===== src/rtl/sdram_port_arb.sv =====
// Two-channel, two-class (write/read) arbiter in front of a single SDRAM controller port.
// Writes normally win; a pending read is forced through after STARVE_MAX consecutive write grants.
module sdram_port_arb #(
  parameter logic [15:0] TIMEOUT    = 16'd1023,
  parameter logic [3:0]  STARVE_MAX = 4'd8
) (
  input  logic        clk_ref,
  input  logic        rst_n,

  input  logic        ch0_wr_req,
  input  logic        ch0_rd_req,
  input  logic [23:0] ch0_wr_addr,
  input  logic [23:0] ch0_rd_addr,
  input  logic [9:0]  ch0_wr_len,
  input  logic [9:0]  ch0_rd_len,
  input  logic [15:0] ch0_din,
  output logic        ch0_wr_ack,
  output logic        ch0_rd_ack,
  output logic [15:0] ch0_dout,

  input  logic        ch1_wr_req,
  input  logic        ch1_rd_req,
  input  logic [23:0] ch1_wr_addr,
  input  logic [23:0] ch1_rd_addr,
  input  logic [9:0]  ch1_wr_len,
  input  logic [9:0]  ch1_rd_len,
  input  logic [15:0] ch1_din,
  output logic        ch1_wr_ack,
  output logic        ch1_rd_ack,
  output logic [15:0] ch1_dout,

  output logic        sdram_wr_req,
  output logic        sdram_rd_req,
  output logic [23:0] sdram_wr_addr,
  output logic [23:0] sdram_rd_addr,
  output logic [9:0]  sdram_wr_len,
  output logic [9:0]  sdram_rd_len,
  input  logic        sdram_wr_ack,
  input  logic        sdram_rd_ack,
  output logic [15:0] sdram_din,
  input  logic [15:0] sdram_dout,

  output logic [1:0]  grant,
  output logic        busy,
  output logic        timeout_err,

  output logic [1:0]  dbg_state,
  output logic [3:0]  dbg_starve_cnt
);

  // Controller handshake: sdram_*_req is a registered level held from REQ entry until
  // the matching sdram_*_ack is sampled high; the ack then stays high for the whole burst
  // and its falling edge ends the burst.
  typedef enum logic [1:0] {
    S_IDLE  = 2'd0,
    S_REQ   = 2'd1,
    S_BURST = 2'd2,
    S_DONE  = 2'd3
  } state_t;

  state_t      state_q, state_d;
  logic [1:0]  grant_q, grant_d;
  logic        wr_req_q, wr_req_d;
  logic        rd_req_q, rd_req_d;
  logic [23:0] wr_addr_q, wr_addr_d;
  logic [23:0] rd_addr_q, rd_addr_d;
  logic [9:0]  wr_len_q, wr_len_d;
  logic [9:0]  rd_len_q, rd_len_d;
  logic        wr_last_q, wr_last_d;
  logic        rd_last_q, rd_last_d;
  logic [3:0]  starve_q, starve_d;
  logic [15:0] wait_q, wait_d;
  logic        tmo_q, tmo_d;

  logic        any_wr, any_rd;
  logic        wr_pick_ch, rd_pick_ch;
  logic        pick_rd;
  logic        cls_ack;
  logic [16:0] wait_inc;
  logic        wait_expired;
  logic        in_burst;

  always_comb begin : arb_comb
    any_wr     = ch0_wr_req | ch1_wr_req;
    any_rd     = ch0_rd_req | ch1_rd_req;
    // On a tie the channel not most recently served in that class wins.
    wr_pick_ch = (ch0_wr_req && ch1_wr_req) ? ~wr_last_q : ch1_wr_req;
    rd_pick_ch = (ch0_rd_req && ch1_rd_req) ? ~rd_last_q : ch1_rd_req;
    pick_rd    = any_rd && (!any_wr || (starve_q >= STARVE_MAX));
    cls_ack    = grant_q[1] ? sdram_rd_ack : sdram_wr_ack;
    wait_inc   = {1'b0, wait_q} + 17'd1;
    wait_expired = (wait_inc >= {1'b0, TIMEOUT});
  end

  always_ff @(posedge clk_ref or negedge rst_n) begin : state_reg
    if (!rst_n) begin
      state_q   <= S_IDLE;
      grant_q   <= 2'b00;
      wr_req_q  <= 1'b0;
      rd_req_q  <= 1'b0;
      wr_addr_q <= 24'd0;
      rd_addr_q <= 24'd0;
      wr_len_q  <= 10'd0;
      rd_len_q  <= 10'd0;
      wr_last_q <= 1'b1;
      rd_last_q <= 1'b1;
      starve_q  <= 4'd0;
      wait_q    <= 16'd0;
      tmo_q     <= 1'b0;
    end else begin
      state_q   <= state_d;
      grant_q   <= grant_d;
      wr_req_q  <= wr_req_d;
      rd_req_q  <= rd_req_d;
      wr_addr_q <= wr_addr_d;
      rd_addr_q <= rd_addr_d;
      wr_len_q  <= wr_len_d;
      rd_len_q  <= rd_len_d;
      wr_last_q <= wr_last_d;
      rd_last_q <= rd_last_d;
      starve_q  <= starve_d;
      wait_q    <= wait_d;
      tmo_q     <= tmo_d;
    end
  end

  always_comb begin : next_state_comb
    state_d = state_q;
    case (state_q)
      S_IDLE:  if (any_wr || any_rd) state_d = S_REQ;
      S_REQ: begin
        if (cls_ack)           state_d = S_BURST;
        else if (wait_expired) state_d = S_IDLE;
      end
      S_BURST: if (!cls_ack) state_d = S_DONE;
      S_DONE:  state_d = S_IDLE;
      default: state_d = S_IDLE;
    endcase
  end

  always_comb begin : datapath_comb
    grant_d   = grant_q;
    wr_req_d  = wr_req_q;
    rd_req_d  = rd_req_q;
    wr_addr_d = wr_addr_q;
    rd_addr_d = rd_addr_q;
    wr_len_d  = wr_len_q;
    rd_len_d  = rd_len_q;
    wr_last_d = wr_last_q;
    rd_last_d = rd_last_q;
    starve_d  = starve_q;
    wait_d    = wait_q;
    tmo_d     = 1'b0;
    case (state_q)
      S_IDLE: begin
        if (any_wr || any_rd) begin
          wait_d = 16'd0;
          if (pick_rd) begin
            grant_d   = {1'b1, rd_pick_ch};
            rd_req_d  = 1'b1;
            rd_addr_d = rd_pick_ch ? ch1_rd_addr : ch0_rd_addr;
            rd_len_d  = rd_pick_ch ? ch1_rd_len  : ch0_rd_len;
          end else begin
            grant_d   = {1'b0, wr_pick_ch};
            wr_req_d  = 1'b1;
            wr_addr_d = wr_pick_ch ? ch1_wr_addr : ch0_wr_addr;
            wr_len_d  = wr_pick_ch ? ch1_wr_len  : ch0_wr_len;
          end
        end
      end
      S_REQ: begin
        if (cls_ack) begin
          wr_req_d = 1'b0;
          rd_req_d = 1'b0;
        end else if (wait_expired) begin
          // Abort leaves the round-robin pointers untouched.
          wr_req_d = 1'b0;
          rd_req_d = 1'b0;
          tmo_d    = 1'b1;
        end else begin
          wait_d = wait_inc[15:0];
        end
      end
      S_BURST: begin
        if (!cls_ack) begin
          if (grant_q[1]) begin
            rd_last_d = grant_q[0];
            starve_d  = 4'd0;
          end else begin
            wr_last_d = grant_q[0];
            if (any_rd && (starve_q != 4'd15)) starve_d = starve_q + 4'd1;
          end
        end
      end
      default: ;
    endcase
  end

  always_comb begin : output_comb
    in_burst       = (state_q == S_BURST);
    ch0_wr_ack     = in_burst && (grant_q == 2'b00) && sdram_wr_ack;
    ch1_wr_ack     = in_burst && (grant_q == 2'b01) && sdram_wr_ack;
    ch0_rd_ack     = in_burst && (grant_q == 2'b10) && sdram_rd_ack;
    ch1_rd_ack     = in_burst && (grant_q == 2'b11) && sdram_rd_ack;
    sdram_din      = grant_q[0] ? ch1_din : ch0_din;
    ch0_dout       = sdram_dout;
    ch1_dout       = sdram_dout;
    sdram_wr_req   = wr_req_q;
    sdram_rd_req   = rd_req_q;
    sdram_wr_addr  = wr_addr_q;
    sdram_rd_addr  = rd_addr_q;
    sdram_wr_len   = wr_len_q;
    sdram_rd_len   = rd_len_q;
    grant          = grant_q;
    busy           = (state_q != S_IDLE);
    timeout_err    = tmo_q;
    dbg_state      = state_q;
    dbg_starve_cnt = starve_q;
  end

endmodule


===== config.mk =====
export PLATFORM = sky130hd
export DESIGN_NAME = sdram_port_arb
export DESIGN_NICKNAME = d
export VERILOG_FILES = /design/src/rtl/sdram_port_arb.sv
export SDC_FILE = /design/constraint.sdc
export NUM_CORES = 1
export LEC_CHECK = 0
export BUFFER_PORTS_ARGS = -buffer_cell sky130_fd_sc_hd__buf_4
export CAP_MARGIN = 20
export CORE_ASPECT_RATIO = 1.1
export CORE_MARGIN = 2
export CORE_UTILIZATION = 30
export CTS_CLUSTER_SIZE = 30
export DETAILED_ROUTE_END_ITERATION = 6
export PLACE_DENSITY = 0.67
export SYNTH_ARGS = -nofsm -noshare
export SYNTH_HDL_FRONTEND = slang
export SYNTH_SLANG_ARGS = --single-unit

===== constraint.sdc =====
create_clock -name clk_ref -period 6.5 [get_ports clk_ref]
set_input_delay 0.975 -clock clk_ref [delete_from_list [all_inputs] [get_ports clk_ref]]
set_output_delay 0.975 -clock clk_ref [all_outputs]
set_load 0.01 [all_outputs]

### Word level (Yosys, flattened, before mapping)

Cells that the tools add are included.

| word-level totals | value |
|---|---|
| register bits | 97 |
| bits of input ports | 192 |
| logic and storage cells | 99 |

| cells by class | value |
|---|---|
| $add $sub $neg | 2 |
| $lt $le $gt $ge | 2 |
| equality and inequality tests | 14 |
| muxes and demuxes | 31 |
| bitwise operators | 7 |
| reduce and logical (&&, ||, !) cells | 30 |

Operators with widths:

| operator | count |
|---|---|
| 2-to-1 mux 16 bit | 4 |
| 2-to-1 mux 24 bit | 2 |
| case mux 16 bit (2 select lines) | 1 |
| 2-to-1 mux 10 bit | 2 |
| AND reduction 3 bit | 6 |
| adder 16 x 1 -> 17 bit, second input constant | 1 |
| >= comparator 17 x 10 -> 1 bit, second input constant | 1 |
| logical AND 1 bit | 12 |
| 2-to-1 mux 1 bit | 12 |
| != test 2 bit, second input constant | 6 |
| AND reduction 4 bit | 3 |
| 2-to-1 mux 2 bit | 5 |
| == test 2 bit, second input constant | 4 |
| 2-to-1 mux 4 bit | 2 |
| case mux 2 bit (4 select lines) | 1 |
| nonzero test 2 bit | 3 |
| inverter 1 bit | 5 |
| adder 4 x 1 -> 4 bit, second input constant | 1 |
| == test 2 x 1 -> 1 bit, second input constant | 2 |
| >= comparator 4 bit, second input constant | 1 |
| zero test 2 bit | 2 |
| != test 4 bit, second input constant | 1 |
| case mux 1 bit (2 select lines) | 2 |
| != test 3 bit, second input constant | 1 |
| 4 further kinds | 6 |

### Depth between registers and ports, before layout

| depth | value |
|---|---|
| depth after elaboration | 7 |
| depth in mapped cells | 8 |
| depth with buffers taken out | 8 |

### Worst setup path after synthesis

OpenSTA, ideal clock, no wires.

| timing path | value |
|---|---|
| path type | input to register |
| from | input port ch1_rd_req |
| to | register wait_q[8] |
| data arrival time | 2431 ps |
| data required time | 6420 ps |
| path slack | 3989 ps |
| stages | 8 |
| path through | nor4_1 -> or2_2 -> clkbuf_1 -> and2_1 -> clkbuf_1 -> nor3_1 -> a31oi_1 -> o21bai_1 |

| on the way | value |
|---|---|
| word-level cells in the longest chain between the ends | 4 |

RTL lines:

| item | line | text |
|---|---|---|
| start: declaration | 22 | `input logic ch1_rd_req,` |
| OR 1 bit | 85 | `any_rd = ch0_rd_req \| ch1_rd_req;` |
| logical OR 1 bit | 156 | `if (any_wr \|\| any_rd) begin` |
| != test 2 bit (no source line) | -- |  |
| AND reduction 4 bit (no source line) | -- |  |
| end signal: assignment | 122 | `wait_q <= wait_d;` |
| end: declaration | 72 | `logic [15:0] wait_q, wait_d;` |

Every way passes these cells.
A chain may end at the register's enable or synchronous reset.

### Worst setup path after layout

| timing path | value |
|---|---|
| from | register grant_q[0] (netlist: grant[0]) |
| to | output port ch1_wr_ack |

| on the way | value |
|---|---|
| word-level cells in the longest chain between the ends | 3 |

RTL lines:

| item | line | text |
|---|---|---|
| start: declaration | 62 | `logic [1:0] grant_q, grant_d;` |
| start signal: assignment | 112 | `grant_q <= grant_d;` |
| == test 2 x 1 -> 1 bit | 202 | `ch1_wr_ack = in_burst && (grant_q == 2'b01) && sdram_wr_ack;` |
| logical AND 1 bit (2 in a row) | 202 |  |
| end: declaration | 28 | `output logic ch1_wr_ack,` |

Every way passes these cells.

==> flow_summary.ini <==
[timing]
fin_crit_sh = 0.467
setup_viol = 0
fin_setup_tns_ns = 0
hold_viol = 0
tightest_slew_ns = 0.882
min_period_ns = 3.03
fin_skew_ns = 0.00684
fmaxAchievable_ghz = 0.330
rsz0062_at_grt = no
report.final.slew_viol_count = 0
max-slew-margin-rel = 0.412

[yosys]
async_flop_share = 1.00
yosys.cell_types.count = 61
synth_seq_cells = 97
seq_area_frac_synth = 0.445
ys.flop_type = dfrtp_1
synthCells = 561
synth_area_um2 = 5460
yosysWarnings = 0
syn_avg_cell_area_um2 = 9.73
syn_nets = 757
synth_edf_count = 0

[cts]
cts_setup_buffers = 0
cts_tree = yes
clkTransAtPathRegs_ns = 0.07
cts_buffer_depth = 2
cts-resized-gates = 0
cts_buffers = 9
clock-sinks = 97
clk-insertion-delay-late_ns = 0.34
ctsHtreeMaxLevel = 3
cts.hold.buffers_added = 0
root_buffer = clkbuf_16

[drt]
vias = 4898
first_pass_iters = 5
remaining_drc_errors = 0
drtIter0Drc = 195
drt-total-wl_um = 16100
drt-wirelength-per-cell_um = 15.7
avgViaCountPerCell = 4.76
drtAntennaViolNets = 0

[placement]
place_hpwl_um = 12600
portBuffers = 275
dp_cells = 1012
place.gp.congestion = 0.879

[status]
status = finished, final reports clean

[power_and_ir_drop]
vdd_drop_max_v = 0.000196
leakage_nw = 3.75
p_per_area_nw_per_um2 = 383

[global_route]
use_met2 = 0.277
busiest_layer = met2
use_met1 = 0.219
first_global_vias = 4882
grt_max_degree = 71
grt_usage = 0.166
grt_pass1_wl_um = 25800
gr-usage-met3 = 0.0334
antenna_found_initial = 0
overflow = 0

[worst_hold_path]
hold_class = reg -> reg
worstHoldEndpoint = sdram_rd_addr[8]
hold_start = sdram_rd_addr[8]
whs_path_depth = 2

[cells_and_area]
final_cells = 1029
multi_input_area_um2 = 2620
layout_common_cells = buf_4, dfrtp_1, mux2i_1, nand2_1, nor2_1
seq_area_um2 = 2430
fillers = 1844
area_growth_pct = 42.8
nets = 982
drive_gt1_frac = 0.422
diodes = 0
final_common_cell = buf_4

[floorplan]
die_y_um = 145
start_util = 0.308
die_x_um = 133
ios = 324
rows = 51
die_area_um2 = 19300
core-area_um2 = 17700

[run]
maxCapViolCount = 0

[setup_path]
end_kind = output pin
path_depth = 3
cp_slowest_cell = dfrtp_1
path_cells = inv_1, nor4b_1, buf_4
cp-start-kind = flip-flop
worstSetupPathType = reg -> out
reg2reg_to = wait_q[4]
worst-path-buf-inv = 2
critPathTopFamily = flip-flops
r2r_setup_slack_ns = 3.63
crit_fanout = 22
cp_slowest_stage_delay_ns = 0.92
critical_path.startpoint = grant[0]
r2r_start = wait_q[1]
arrival_ns = 2.06
rr_worst_depth = 7
cp_data_required_time_ns = 5.52
synthesized netlist by cell type (2+ instances only):
cell type	instances	area, µm²
ha_1	4	50.1
a21oi_1	41	205
buf_6	2	22.5
dfrtp_1	95	2380
o21ai_0	45	225
dfstp_2	2	52.6
nand2_1	64	240
nor3b_1	2	15.0
buf_1	3	11.3
nand3_1	7	35.0
xor2_1	2	17.5
xnor2_1	2	17.5
or2_2	3	18.8
mux2i_1	70	701
nor4b_1	2	17.5
nand2b_1	4	25.0
mux2_2	20	225
o311ai_0	4	35.0
o22ai_1	2	12.5
nand4b_1	2	17.5
a32oi_1	4	35.0
nor3_1	9	45.0
o211a_1	2	20.0
clkbuf_8	2	27.5
clkbuf_1	24	90.1
o211ai_1	2	15.0
a21boi_0	7	52.6
a31oi_1	4	25.0
nor2_1	50	188
a21o_1	2	15.0
nor4_1	6	37.5
buf_4	33	248
inv_1	8	30.0
and2_1	2	12.5
nand4_1	2	12.5
o21bai_1	2	15.0
o31ai_1	2	15.0
worst max path at each step:
stage | endpoint | slack [ns]
floorplan | wait_q[8] | 3.99
global placement | sdram_wr_req | 3.74
detailed placement | sdram_wr_req | 3.72
CTS | ch1_wr_ack | 3.43
global route | ch1_wr_ack | 3.30
finish | ch1_wr_ack | 3.47
through the flow:
step	hold slack [ns]	util	cell area (µm²)	total power, W	setup slack (ns)
after floorplan	0.516	-	5460	0.00179	3.99
after global placement	0.464	0.421	7470	0.00244	3.74
after detailed placement	0.472	0.421	7470	0.00246	3.72
after CTS	0.488	0.438	7770	0.00302	3.43
after global routing	0.512	0.439	7790	0.00320	3.30
final	0.479	0.439	7790	0.00299	3.47
flip-flops by register name (all words and copies together) (netlist names), named ones only:
name,flops
wr_last_q,1
sdram_rd_addr,24
sdram_rd_req,1
sdram_wr_req,1
rd_last_q,1
grant,2
dbg_starve_cnt,4
wait_q,16
timeout_err,1
sdram_wr_addr,24
sdram_rd_len,10
sdram_wr_len,10
dbg_state,1
cell families (layout without fill, tap and decap cells):
group	Yosys count	in the layout	synth area share
fa+ha+maj	4	4	0.00917
xor+xnor	5	5	0.00940
flops	97	97	0.445
buf+inv	74	304	0.0813
simple gates	165	165	0.143
mux	90	90	0.170
compound gates	126	126	0.143
worst min-delay path, stage by stage (launching register included):
cell and delay, ns:
dfrtp_1 0.34, nand2_1 0.04, o21ai_0 0.06
layout make-up:
cell class,count,area share
flip-flops and latches,97,0.312
clock inverters,5,0.00803
clock buffers,11,0.0311
repair buffers,280,0.271
multi-input cells,390,0.336
well taps,238,0.0382
inverters,8,0.00385
power breakdown:
part / internal (W) / leakage (nW) / total, W / switching (W)
Combinational: 0.000667 / 2.44 / 0.00136 / 0.000688
Clock: 0.000311 / 0.142 / 0.000545 / 0.000234
Sequential: 0.000862 / 1.17 / 0.00109 / 0.000224
Total: 0.00184 / 3.75 / 0.00299 / 0.00115
layer usage:
metal  wire [µm]  share of wire
met3         996          0.062
met2        8080           0.50
met5           0              0
met1        6810           0.42
met4         263          0.016
No activity file was read; power rests on OpenSTA's default activity.
